===== src/rtl/fetch_unit.sv =====
// Instruction fetch stage: PC, one-outstanding imem reads, and a small
// instruction FIFO presented to the decoder with a valid/ready handshake.
module fetch_unit #(
  parameter logic [31:0] RESET_PC  = 32'h0000_0000,
  parameter int unsigned BUF_DEPTH = 2
) (
  input  logic        clk,
  input  logic        rst_n,
  output logic        imem_req,
  output logic [31:0] imem_addr,
  input  logic        imem_gnt,
  input  logic        imem_rvalid,
  input  logic [31:0] imem_rdata,
  input  logic        redirect_valid,
  input  logic [31:0] redirect_pc,
  output logic        inst_valid,
  input  logic        inst_ready,
  output logic [31:0] inst,
  output logic [31:0] inst_pc,
  output logic [5:0]  opcode,
  output logic [5:0]  func
);

  localparam int unsigned PW = (BUF_DEPTH > 1) ? $clog2(BUF_DEPTH) : 1;
  localparam int unsigned CW = $clog2(BUF_DEPTH + 1);
  localparam logic [CW-1:0] DEPTH_C = CW'(BUF_DEPTH);
  localparam logic [PW-1:0] LAST_C  = PW'(BUF_DEPTH - 1);

  typedef enum logic {
    S_FETCH,
    S_WAIT
  } state_t;

  state_t        state_q, state_d;
  logic [31:0]   pc_q, pc_d;
  logic [31:0]   issue_pc_q, issue_pc_d;
  logic          drop_q, drop_d;
  logic [CW-1:0] count_q, count_d;
  logic [PW-1:0] rd_ptr_q, rd_ptr_d;
  logic [PW-1:0] wr_ptr_q, wr_ptr_d;

  logic [31:0] buf_inst [BUF_DEPTH];
  logic [31:0] buf_pc   [BUF_DEPTH];

  logic push;
  logic pop;
  logic grant;
  logic unused_pc_lsb;

  assign unused_pc_lsb = ^redirect_pc[1:0];

  function automatic logic [PW-1:0] ptr_inc(input logic [PW-1:0] p);
    return (p == LAST_C) ? '0 : p + PW'(1);
  endfunction

  assign imem_req  = rst_n && (state_q == S_FETCH)
                     && (count_q < DEPTH_C);
  assign imem_addr = pc_q;
  assign grant     = imem_req && imem_gnt;

  assign inst_valid = (count_q != '0);
  assign pop        = inst_valid && inst_ready;
  assign push       = (state_q == S_WAIT) && imem_rvalid
                      && !drop_q && !redirect_valid;

  assign inst    = inst_valid ? buf_inst[rd_ptr_q] : '0;
  assign inst_pc = inst_valid ? buf_pc[rd_ptr_q] : '0;
  assign opcode  = inst[31:26];
  assign func    = inst[5:0];

  always_comb begin
    state_d    = state_q;
    pc_d       = pc_q;
    issue_pc_d = issue_pc_q;
    drop_d     = drop_q;
    count_d    = count_q;
    rd_ptr_d   = rd_ptr_q;
    wr_ptr_d   = wr_ptr_q;

    unique case (state_q)
      S_FETCH: begin
        if (grant) begin
          state_d    = S_WAIT;
          issue_pc_d = pc_q;
        end
      end
      S_WAIT: begin
        if (imem_rvalid) begin
          state_d = S_FETCH;
          drop_d  = 1'b0;
          if (push) pc_d = issue_pc_q + 32'd4;
        end
      end
      default: state_d = S_FETCH;
    endcase

    if (push) wr_ptr_d = ptr_inc(wr_ptr_q);
    if (pop)  rd_ptr_d = ptr_inc(rd_ptr_q);

    unique case (1'b1)
      push && !pop: count_d = count_q + CW'(1);
      pop && !push: count_d = count_q - CW'(1);
      default:      count_d = count_q;
    endcase

    // Redirect wins; a response already owed by memory must be swallowed
    if (redirect_valid) begin
      pc_d     = {redirect_pc[31:2], 2'b00};
      count_d  = '0;
      rd_ptr_d = '0;
      wr_ptr_d = '0;
      if (grant || (state_q == S_WAIT && !imem_rvalid))
        drop_d = 1'b1;
    end
  end

  always_ff @(posedge clk) begin
    if (!rst_n) begin
      state_q    <= S_FETCH;
      pc_q       <= RESET_PC;
      issue_pc_q <= RESET_PC;
      drop_q     <= 1'b0;
      count_q    <= '0;
      rd_ptr_q   <= '0;
      wr_ptr_q   <= '0;
    end else begin
      state_q    <= state_d;
      pc_q       <= pc_d;
      issue_pc_q <= issue_pc_d;
      drop_q     <= drop_d;
      count_q    <= count_d;
      rd_ptr_q   <= rd_ptr_d;
      wr_ptr_q   <= wr_ptr_d;
    end
  end

  always_ff @(posedge clk) begin
    if (rst_n && push) begin
      buf_inst[wr_ptr_q] <= imem_rdata;
      buf_pc[wr_ptr_q]   <= issue_pc_q;
    end
  end

endmodule


===== config.mk =====
export PLATFORM = sky130hd
export DESIGN_NAME = fetch_unit
export DESIGN_NICKNAME = d
export VERILOG_FILES = /design/src/rtl/fetch_unit.sv
export SDC_FILE = /design/constraint.sdc
export NUM_CORES = 1
export LEC_CHECK = 0
export CORE_AREA = 2 2 140 142
export CTS_CLUSTER_DIAMETER = 60
export DETAILED_ROUTE_END_ITERATION = 10
export DIE_AREA = 0 0 142 144
export PLACE_DENSITY = 0.75
export SLEW_MARGIN = 20
export SYNTH_ARGS = -nofsm -noshare
export SYNTH_HDL_FRONTEND = slang
export SYNTH_SLANG_ARGS = --single-unit

===== constraint.sdc =====
create_clock -name clk -period 4.3 [get_ports clk]
set_input_delay 0.86 -clock clk [delete_from_list [all_inputs] [get_ports clk]]
set_output_delay 0.86 -clock clk [all_outputs]
set_load 0.02 [all_outputs]

# Yosys cells after proc, flatten, opt, wreduce, memory -nomap -nowiden
# Memories as Yosys holds them, arrays and structs flattened. A register that Yosys moved wholly into a read port is not among the register bits.
# Index checks and enable logic that the tools add are counted.
[word_totals]
register_bits = 70
mem_bits_rw = 128
inputBits = 70
mem_count = 2
[op_classes]
add_sub_neg = 5
magnitude_cmp = 1
mux = 22
bitwise_logic = 2
n_reduce_logical = 26
[memory_table]
columns = ["name", "words", "width", "read_ports", "rd_ports_with_merged_regs", "write_ports", "line", "source"]
rows = [
  ["buf_inst", 2, 32, 1, 1, 1, "42", "logic [31:0] buf_inst [BUF_DEPTH];"],
  ["buf_pc", 2, 32, 1, 1, 1, "43", "logic [31:0] buf_pc [BUF_DEPTH];"],
]
[ops]
columns = ["operator", "n"]
rows = [
  ["$mux W32", 6],
  ["$add A32 B3 Y32 const B", 1],
  ["$mux W1", 14],
  ["$logic_and A1 B1 Y1", 11],
  ["$reduce_bool A2 Y1", 5],
  ["$reduce_and A3 Y1", 2],
  ["$logic_not A1 Y1", 5],
  ["$pmux W2 S2", 1],
  ["$add A1 B1 Y1 const B", 2],
  ["$add A2 B1 Y2 const B", 1],
  ["$lt A2 B2 Y1 const B", 1],
  ["$not A1 Y1", 2],
  ["$pmux W1 S2", 1],
  ["$reduce_and A2 Y1", 1],
  ["$reduce_or A2 Y1", 1],
  ["$sub A2 B1 Y2 const B", 1],
  ["$logic_or A1 B1 Y1", 1],
]

# Logic depth before layout (Yosys ltp)
# Gate-level depths: netlist of run 1.
[depth]
word_depth = 7
ltp_mapped = 7
mapped_depth_nobuf = 7

# Worst setup path after synthesis of run 1
# OpenSTA, ideal clock, no wires.
[synth_timing]
path_kind = "in2reg"
start = "input port redirect_valid"
end = "memory buf_inst[0][0], enable pin"
setup_time_ns = 0.486
arrival_ns = 4.123
required_time_ns = 3.814
setup_slack_ns = -0.309
stages = 4
cell_sequence = "nand2b_1 buf_2 or2_2 nor2_1"
[synth_between]
elab_chain_len = 5
[synth_rtl]
columns = ["element", "line", "source"]
rows = [
  ["start: declaration", "14", "input logic redirect_valid,"],
  ["$logic_not A1 Y1", "64", "&& !drop_q && !redirect_valid;"],
  ["$logic_and A1 B1 Y1", "64", ""],
  ["$logic_and A1 B1 Y1", "138", "if (rst_n && push) begin"],
  ["$mux W1", "138", ""],
  ["$mux W1 (implied by the code)", "139", "buf_inst[wr_ptr_q] <= imem_rdata;"],
  ["end: declaration", "42", ""],
]
# No other way between the ends.

# Worst setup path after layout of run 1
[layout_timing]
start = "register count_q[0]"
end = "output port inst[0]"
[layout_between]
elab_chain_len = 2
[layout_rtl]
columns = ["element", "line", "source"]
rows = [
  ["start: declaration", "38", "logic [CW-1:0] count_q, count_d;"],
  ["start signal: assignment", "131", "count_q <= count_d;"],
  ["$reduce_bool A2 Y1", "61", "assign inst_valid = (count_q != '0);"],
  ["$mux W32", "66", "assign inst = inst_valid ? buf_inst[rd_ptr_q] : '0;"],
  ["end: declaration", "18", "output logic [31:0] inst,"],
]
# No other way between the ends.

==> out/qor.txt, run 1 <==
status -> finished clean
Hold Path Class -> flip-flop to flip-flop
leakage power -> 3.54 nW
Max stage delay cell, worst path -> nor2_4
initial DRC count -> 442
Crit path arrival time -> 2.42 ns
buffers added on ports -> 177
Max VDD drop -> 0.000295 V
CTS root buf -> clkbuf_16
Antenna Violating Nets Remaining -> 0
initial core utilization -> 0.452
Final Critical Period -> 3.28 ns
share of cells above drive strength 1 -> 0.0536
initial antenna violation count -> 0
Worst Path Required -> 3.44 ns
area of the core -> 19100 µm²
grt ovf -> 0
Max Clock Skew -> 0.00884 ns
detailed placement HPWL -> 13.2 mm
commonest non-fill, non-tap cells in the layout -> 175 x clkdlybuf4s50_1, 128 x edfxtp_1, 120 x nand2_1
vias in the first global route -> 5769
setup bufs post-CTS -> 0
clk slew on worst S/H paths -> 0.06 ns
GRT Overall Usage -> 0.196
H-tree depth -> 4
Area Overhead vs Synth -> 28.9%
Avg WL per Cell -> 17.1 µm
slowest stage delay, CP -> 0.60 ns
die area -> 20400 µm²
number of hold buffers added after cts -> 0
final slew viol count -> 0
DRC Markers -> 0
syn nets -> 843
Warnings, synthesis -> 0
Mapped Cells -> 771
Syn Area/Cell -> 11.2 µm²
kind of critical path -> flip-flop to output port
number of synthesized flops with an enable pin -> 128
Worst Setup End Kind -> output port
CTS Sinks -> 199
filler instances -> 1600
sequential area share after synthesis -> 0.611
Synth Flop Type -> edfxtp_1
RePlAce Congestion -> 0.889
first-pass GRT wire length -> 30.7 mm
Synth cell types -> 52
Worst Max-Slew Pin Slew -> 0.949 ns
largest net degree at the start of global routing -> 71
Finished Cell Area -> 11100 µm²
routed vias/inst -> 5.38
area share of the largest cell type after synthesis -> 0.446
vias post-DR -> 6294
Tcrit/Tclk final -> 0.764
Hold Violations, Final -> 0
DIE WIDTH -> 142 µm
WHS -> 0.477 ns
Worst Path Max Fanout -> 24
TritonCTS clock tree -> built
CP Launch Type -> flip-flop
dpl cell area -> 10600 µm²
ant diodes -> 0
Layout Utilization -> 0.583
crit-path cells -> nor2_4 -> buf_4 -> nor2_1 -> clkdlybuf4s50_1
asr flop ratio synth -> 0
Synth Register Bits -> 199
I/O pins -> 180
Placement Rows -> 51
Slew headroom -> 0.367
TritonRoute pass-1 iters -> 5
CTS Buffer Depth -> 2
largest area contributor in the netlist -> edfxtp_1
Die H -> 144 µm
drt total wl -> 20.0 mm
mapped cell area -> 8620 µm²
total negative slack -> 0 ns
Final Power -> 3.84 mW
RSZ-0062 raised after global routing -> false
ranking of synthesized cells by area -> edfxtp_1 45%, dfxtp_1 16%, mux2i_1 8.0%, nand2_1 5.2%, nor2_1 3.5%
Final nets -> 991
reg-to-reg setup timing slack -> 1.89 ns
max cap viols -> 0
fmax -> 305 MHz
most common cell after layout, fill and taps aside -> clkdlybuf4s50_1
clock insertion delay at the later pin of the skew report -> 0.43 ns
Num CTS Buffers -> 17
final setup violating endpoints -> 0
Pwr Density -> 345 nW/µm²
post-CTS sizing -> 0
-- worst paths after layout --
check / startpoint / end / cells past startpoint
worst min register to register: imem_addr[10]$_SDFFE_PN0P_ / issue_pc_q[10]$_SDFFE_PN0P_ / 2
worst max-delay path: count_q[0]$_SDFFE_PP0P_ / inst[0] / 4
worst min-delay path: imem_addr[10]$_SDFFE_PN0P_ / issue_pc_q[10]$_SDFFE_PN0P_ / 2
worst max register to register: state_q$_SDFF_PN0_ / buf_pc[0][31]$_DFFE_PP_ / 4
-- layer usage --
layer / track usage / routed length [µm] / vias to the layer above
met1: 0.263 / 9240 / 2999
li1: - / - / 3068
met5: 0 / 0 / -
met2: 0.317 / 9460 / 203
met3: 0.0384 / 967 / 24
met4: 0.0721 / 368 / 0
-- layout make-up --
cell class	instances	area, µm²	area share
clock buffer	27	526	0.0473
clock inverter	5	35.0	0.00315
inverter	8	30.0	0.00270
multi-input combinational	503	3060	0.276
sequential	199	5270	0.474
tap	238	298	0.0268
timing repair buffer	190	1900	0.171
-- stage by stage --
stage | setup WS, ns | std cells
global route | 0.868 | 1170
global placement | 0.832 | 1138
floorplan | 0.765 | 771
detailed placement | 0.817 | 1138
CTS | 0.963 | 1170
finish | 1.02 | 1170
-- sequential cells by signal, summed over array words and instances (netlist names), named ones only --
signal      count
rd_ptr_q        1
drop_q          1
wr_ptr_q        1
buf_inst       64
count_q         2
state_q         1
buf_pc         64
imem_addr      32
issue_pc_q     32
-- cell usage after synthesis, drive strengths merged (2+ instances only) --
| cell type | n |
|---|---|
| edfxtp | 128 |
| nand2 | 120 |
| nor2 | 80 |
| dfxtp | 71 |
| mux2i | 69 |
| a21boi | 37 |
| clkbuf | 35 |
| o21ai | 30 |
| buf | 26 |
| nand3 | 24 |
| nand2b | 20 |
| nand4 | 12 |
| a21oi | 10 |
| nor4 | 9 |
| inv | 8 |
| nor3 | 8 |
| or3 | 8 |
| xnor2 | 8 |
| and2 | 6 |
| o211ai | 6 |
| o311ai | 6 |
| a311o | 5 |
| a32oi | 5 |
| nand4b | 5 |
| and4 | 3 |
| nand3b | 3 |
| o21a | 3 |
| or4 | 3 |
| a31oi | 2 |
| ha | 2 |
| o2111ai | 2 |
| o31a | 2 |
| o31ai | 2 |
| xor2 | 2 |
-- where the power goes --
group          leakage (nW)  switching, mW  internal [mW]
Sequential             1.85         0.0309           2.05
Combinational          1.42          0.123          0.128
Clock                 0.270          0.662          0.844
-- logic make-up after synthesis --
family                     count (synthesis)  synth area share
xor gates and xnor gates                  10            0.0102
DFF                                      199             0.611
adders and majority gates                  2           0.00290
buffers and inverters                     69            0.0361
muxes                                     69            0.0801
and+or+nand+nor                          309             0.169
AOI/OAI and AO/OA                        113            0.0907
-- critical path: cells and delay by family, from the launching register on --
family,cells,cell delay [ns]
buffers and inverters,2,0.92
flip-flops,1,0.36
AND/OR/NAND/NOR,2,0.71
No activity file was read; power rests on OpenSTA's default activity.
==> run 2: changes to the inputs <==
Settings changed: CORE_AREA 2 2 140 142 to 2 2 134 136, DIE_AREA 0 0 142 144 to 0 0 136 138, PLACE_DENSITY 0.75 to 0.78.
Clock period 4.3 ns to 3.15 ns, I/O delays scaled along.
==> run 2 against run 1 <==
Critical path type unchanged. Highest routed layer unchanged. Critical path depth is the same. Largest cell class unchanged. Sequential cell count is the same. Non-clock buffer count grew 7. Utilization grew 5.7 points. Setup slack lost 0.70 ns. First-iteration DRC count shrank 1.6%. Combinational power grew 36%.
==> out/qor.txt, run 2 (same netlist as run 1, synthesis figures left out) <==
status -> finished clean
Hold Path Class -> flip-flop to flip-flop
crit-path cells -> nor2_4 -> buf_12 -> nor2_1 -> clkdlybuf4s50_1
Die H -> 138 µm
RSZ-0062 raised after global routing -> false
Max VDD drop -> 0.000400 V
grt ovf -> 0
DIE WIDTH -> 136 µm
initial core utilization -> 0.492
Buf/Inv on CP -> 2
Crit path arrival time -> 2.21 ns
H-tree depth -> 4
number of hold buffers added after cts -> 0
initial DRC count -> 435
reg-to-reg critical path startpoint -> issue_pc_q[2]$_SDFFE_PN0P_
Sw Share -> 0.218
setup bufs post-CTS -> 0
Tcrit/Tclk final -> 0.900
Num CTS Buffers -> 17
final setup violating endpoints -> 0
routed vias/inst -> 5.43
area of the core -> 17500 µm²
TritonCTS clock tree -> built
CTS root buf -> clkbuf_16
Area Overhead vs Synth -> 30.1%
Slew headroom -> 0.456
HP Start -> imem_addr[2]$_SDFFE_PN0P_
initial antenna violation count -> 0
filler instances -> 1417
clk slew on worst S/H paths -> 0.07 ns
P_sw -> 1.16 mW
CTS Sinks -> 199
Antenna Violating Nets Remaining -> 0
Max Clock Skew -> 0.00966 ns
Internal -> 4.17 mW
I/O pins -> 180
Layout Utilization -> 0.640
Min-Delay Path Depth -> 2
Worst Path Max Fanout -> 49
Final Critical Period -> 2.84 ns
FF-to-FF path depth -> 5
slowest stage delay, CP -> 0.55 ns
Max stage delay cell, worst path -> clkdlybuf4s50_1
drt total wl -> 19.6 mm
first-pass GRT wire length -> 30.6 mm
vias in the first global route -> 5940
Final nets -> 998
Worst Path Required -> 2.52 ns
leakage power -> 3.60 nW
die area -> 18800 µm²
largest net degree at the start of global routing -> 60
sequential share of power -> 0.533
share of cells above drive strength 1 -> 0.0660
GRT Overall Usage -> 0.209
Worst Hold Endpoint -> issue_pc_q[2]$_SDFFE_PN0P_
Largest regs -> buf_inst: 64 flops, buf_pc: 64 flops
Crit Reg-Reg Endpoint -> imem_addr[26]$_SDFFE_PN0P_
Pwr Density -> 475 nW/µm²
DRC Markers -> 0
CP Launch Type -> flip-flop
CTS Buffer Depth -> 2
Worst Setup End Kind -> output port
kind of critical path -> flip-flop to output port
clock insertion delay at the later pin of the skew report -> 0.43 ns
ant diodes -> 0
detailed placement HPWL -> 13.0 mm
vias post-DR -> 6338
Crit path max-delay family -> buffers and inverters
clock share of power -> 0.403
TritonRoute pass-1 iters -> 6
Final Power -> 5.33 mW
Avg WL per Cell -> 16.8 µm
RePlAce Congestion -> 0.847
most common cell after layout, fill and taps aside -> clkdlybuf4s50_1
final slew viol count -> 0
combinational power share -> 0.064
reg-to-reg setup timing slack -> 1.01 ns
commonest non-fill, non-tap cells in the layout -> 175 x clkdlybuf4s50_1, 128 x edfxtp_1, 120 x nand2_1
Worst Max-Slew Pin Slew -> 0.808 ns
fmax -> 353 MHz
post-CTS sizing -> 0
WHS -> 0.478 ns
Hold Violations, Final -> 0
Finished Cell Area -> 11200 µm²
dpl cell area -> 10600 µm²
max cap viols -> 0
buffers added on ports -> 177
total negative slack -> 0 ns
Placement Rows -> 49
==> run 2: stage by stage <==
stage          setup WS, ns  std cells
2_1_floorplan         0.560        771
3_3_place_gp          0.580       1136
3_5_place_dp          0.550       1136
4_1_cts               0.257       1168
5_1_grt               0.203       1168
6_report              0.314       1168
==> run 2: worst max-delay path by stage <==
stage | startpoint | endpoint | slack (ns) | cells past startpoint
after floorplan | redirect_valid | buf_inst[0][0]$_DFFE_PP_ | 0.56 | 4
after global placement | imem_rvalid | count_q[1]$_SDFFE_PP0P_ | 0.58 | 6
after detailed placement | imem_rvalid | count_q[1]$_SDFFE_PP0P_ | 0.55 | 6
after CTS | count_q[0]$_SDFFE_PP0P_ | func[5] | 0.26 | 4
after global routing | count_q[0]$_SDFFE_PP0P_ | func[5] | 0.20 | 4
final | count_q[0]$_SDFFE_PP0P_ | func[5] | 0.31 | 4
==> run 2: power groups by stage <==
stage | combinational [mW] | clock (mW) | sequential [mW]
detailed placement | 0.339 | 0 | 2.90
floorplan | 0.131 | 0 | 2.91
global route | 0.368 | 2.29 | 2.85
global placement | 0.334 | 0 | 2.90
CTS | 0.342 | 2.20 | 2.84
finish | 0.341 | 2.15 | 2.84
==> run 2: routing by layer <==
layer | track usage | vias to the layer above | wire length (µm)
met5 | 0 | - | 0
met4 | 0.0669 | 0 | 345
met3 | 0.0473 | 26 | 1150
met2 | 0.352 | 218 | 9730
met1 | 0.267 | 3020 | 8390
li1 | - | 3074 | -
==> run 2: final cells by class <==
type | count | area, µm² | share of cell area
flip-flops and latches | 199 | 5270 | 0.470
well taps | 229 | 287 | 0.0255
inverters | 8 | 30.0 | 0.00268
repair buffers | 197 | 1970 | 0.176
clock inverters | 12 | 114 | 0.0102
multi-input cells | 503 | 3060 | 0.273
clock buffers | 20 | 479 | 0.0427
==> run 2: worst register-to-register path, stage by stage, from the launching register on <==
cell	delay (ns)
dfxtp_1	0.44
ha_1	0.27
nand3_4	0.15
or3_1	0.57
or4_1	0.55
nand3_1	0.09
==> run 3: changes to the inputs <==
Clock period 3.15 ns to 2.8 ns, I/O delays scaled along.
==> run 3 against run 2 <==
Utilization grew 0.64 points. Register-to-register slack lost 0.45 ns. Power grew 14%. Critical path depth is the same. Die area is the same. Sequential share of layout area shrank 0.46 points. First-iteration DRC count grew 20%. Count of clock-buffer cells in the layout grew 3. Setup slack lost 0.13 ns. Combinational power grew 13%. Critical path type unchanged. Highest routed layer unchanged.
==> out/qor.txt, run 3 (same netlist as run 1, synthesis figures left out) <==
drt total wl -> 20.0 mm
routed vias/inst -> 5.40
leakage power -> 3.66 nW
Die H -> 138 µm
met2 wire length -> 9.95 mm
initial core utilization -> 0.492
Max Clock Skew -> 0.0102 ns
share of cells above drive strength 1 -> 0.0729
slowest stage delay, CP -> 0.63 ns
initial DRC count -> 521
CTS root buf -> clkbuf_16
Avg WL per Cell -> 17.0 µm
Worst Max-Slew Pin Slew -> 0.890 ns
final setup violating endpoints -> 0
number of hold buffers added after cts -> 0
Worst Path Required -> 2.24 ns
Antenna Violating Nets Remaining -> 0
total negative slack -> 0 ns
Num CTS Buffers -> 17
CTS Buffer Depth -> 2
kind of critical path -> flip-flop to output port
area of the core -> 17500 µm²
GRT Overall Usage -> 0.215
Tcrit/Tclk final -> 0.934
Final Power -> 6.08 mW
H-tree depth -> 4
HP Start -> imem_addr[2]$_SDFFE_PN0P_
detailed placement HPWL -> 13.5 mm
Worst Path Max Fanout -> 12
DIE WIDTH -> 136 µm
Hold Path Class -> flip-flop to flip-flop
largest net degree at the start of global routing -> 65
first-pass GRT wire length -> 31.5 mm
highest metal used -> met4
Hold Violations, Final -> 0
Largest regs -> buf_inst: 64 flops, buf_pc: 64 flops
Area Overhead vs Synth -> 31.4%
fmax -> 382 MHz
status -> finished clean
Final Critical Period -> 2.61 ns
crit-path cells -> buf_4 -> mux2i_1 -> nor2_1 -> clkdlybuf4s50_1
Slew headroom -> 0.401
clk slew on worst S/H paths -> 0.07 ns
met1 wire length -> 8.37 mm
Crit path arrival time -> 2.05 ns
CTS Sinks -> 199
Pwr Density -> 537 nW/µm²
Finished Cell Area -> 11300 µm²
vias in the first global route -> 6082
TritonCTS clock tree -> built
CP Launch Type -> flip-flop
final slew viol count -> 0
buffers added on ports -> 177
Max VDD drop -> 0.000410 V
Final nets -> 1005
TritonRoute pass-1 iters -> 7
vias post-DR -> 6343
Max stage delay cell, worst path -> clkdlybuf4s50_1
dpl cell area -> 10700 µm²
reg-to-reg critical path startpoint -> count_q[0]$_SDFFE_PP0P_
initial antenna violation count -> 0
max cap viols -> 0
commonest non-fill, non-tap cells in the layout -> 175 x clkdlybuf4s50_1, 128 x edfxtp_1, 120 x nand2_1
grt ovf -> 0
Placement Rows -> 49
clock insertion delay at the later pin of the skew report -> 0.43 ns
Worst Setup End Kind -> output port
I/O pins -> 180
most common cell after layout, fill and taps aside -> clkdlybuf4s50_1
die area -> 18800 µm²
RSZ-0062 raised after global routing -> false
DRC Markers -> 0
met3 WL -> 1.26 mm
ant diodes -> 0
RePlAce Congestion -> 0.852
[run 3: cell types whose count changed in the layout (fill, tap and decap cells not counted)]
cell,previous run,this run
buf_4,15,19
buf_12,5,7
clkinv_2,2,0
buf_6,0,1
clkbuf_1,1,2
clkbuf_16,19,20
clkbuf_8,0,1
clkinv_1,1,0
clkinv_4,3,4
clkinvlp_4,2,1
[run 3: routing by layer]
layer | global-route usage | up-vias
met5 | 0 | -
met4 | 0.0855 | 0
met3 | 0.0389 | 38
met2 | 0.361 | 231
met1 | 0.274 | 2984
li1 | - | 3090
[run 3: critical path: cells and delay by family, from the launching register on]
kind,cells,cell delay (ns)
flops,1,0.52
buf+inv,2,0.88
mux,1,0.10
simple gates,1,0.13
[run 3: what timing repair did]
item | CTS | global route
setup buffers | 0 | 1
endpoints found under the setup margin | 0 | 15
gates resized for setup | 0 | 0
[run 3: power breakdown]
group          switching (mW)  leakage [nW]  internal [mW]
Clock                    1.07         0.302           1.43
Combinational           0.185          1.51          0.199
Sequential             0.0489          1.85           3.15
[run 3: area by class of cell]
| class | count | area (µm²) |
|---|---|---|
| Clock inverter | 9 | 101 |
| Inverter | 8 | 30.0 |
| Fill cell | 1384 | 6210 |
| Tap cell | 229 | 287 |
| Multi-Input combinational cell | 503 | 3060 |
| Sequential cell | 199 | 5270 |
| Clock buffer | 23 | 522 |
| Timing Repair Buffer | 204 | 2060 |
[run 3: through the flow]
stage | cells | utilization | hold slack (ns) | setup WS (ns)
2_1_floorplan | 771 | - | 0.420 | 0.280
3_3_place_gp | 1142 | 0.610 | 0.456 | 0.309
3_5_place_dp | 1142 | 0.610 | 0.461 | 0.241
4_1_cts | 1174 | 0.645 | 0.469 | 0.0101
5_1_grt | 1175 | 0.646 | 0.498 | 0.0663
6_report | 1175 | 0.646 | 0.473 | 0.185
[run 3: final timing paths]
check	endpoint	slack, ns	cells past startpoint
worst max-delay path	inst[27]	0.19	4
worst min-delay path	issue_pc_q[2]$_SDFFE_PN0P_	0.47	2
worst max register to register	count_q[1]$_SDFFE_PP0P_	0.56	7
worst min register to register	issue_pc_q[2]$_SDFFE_PN0P_	0.47	2
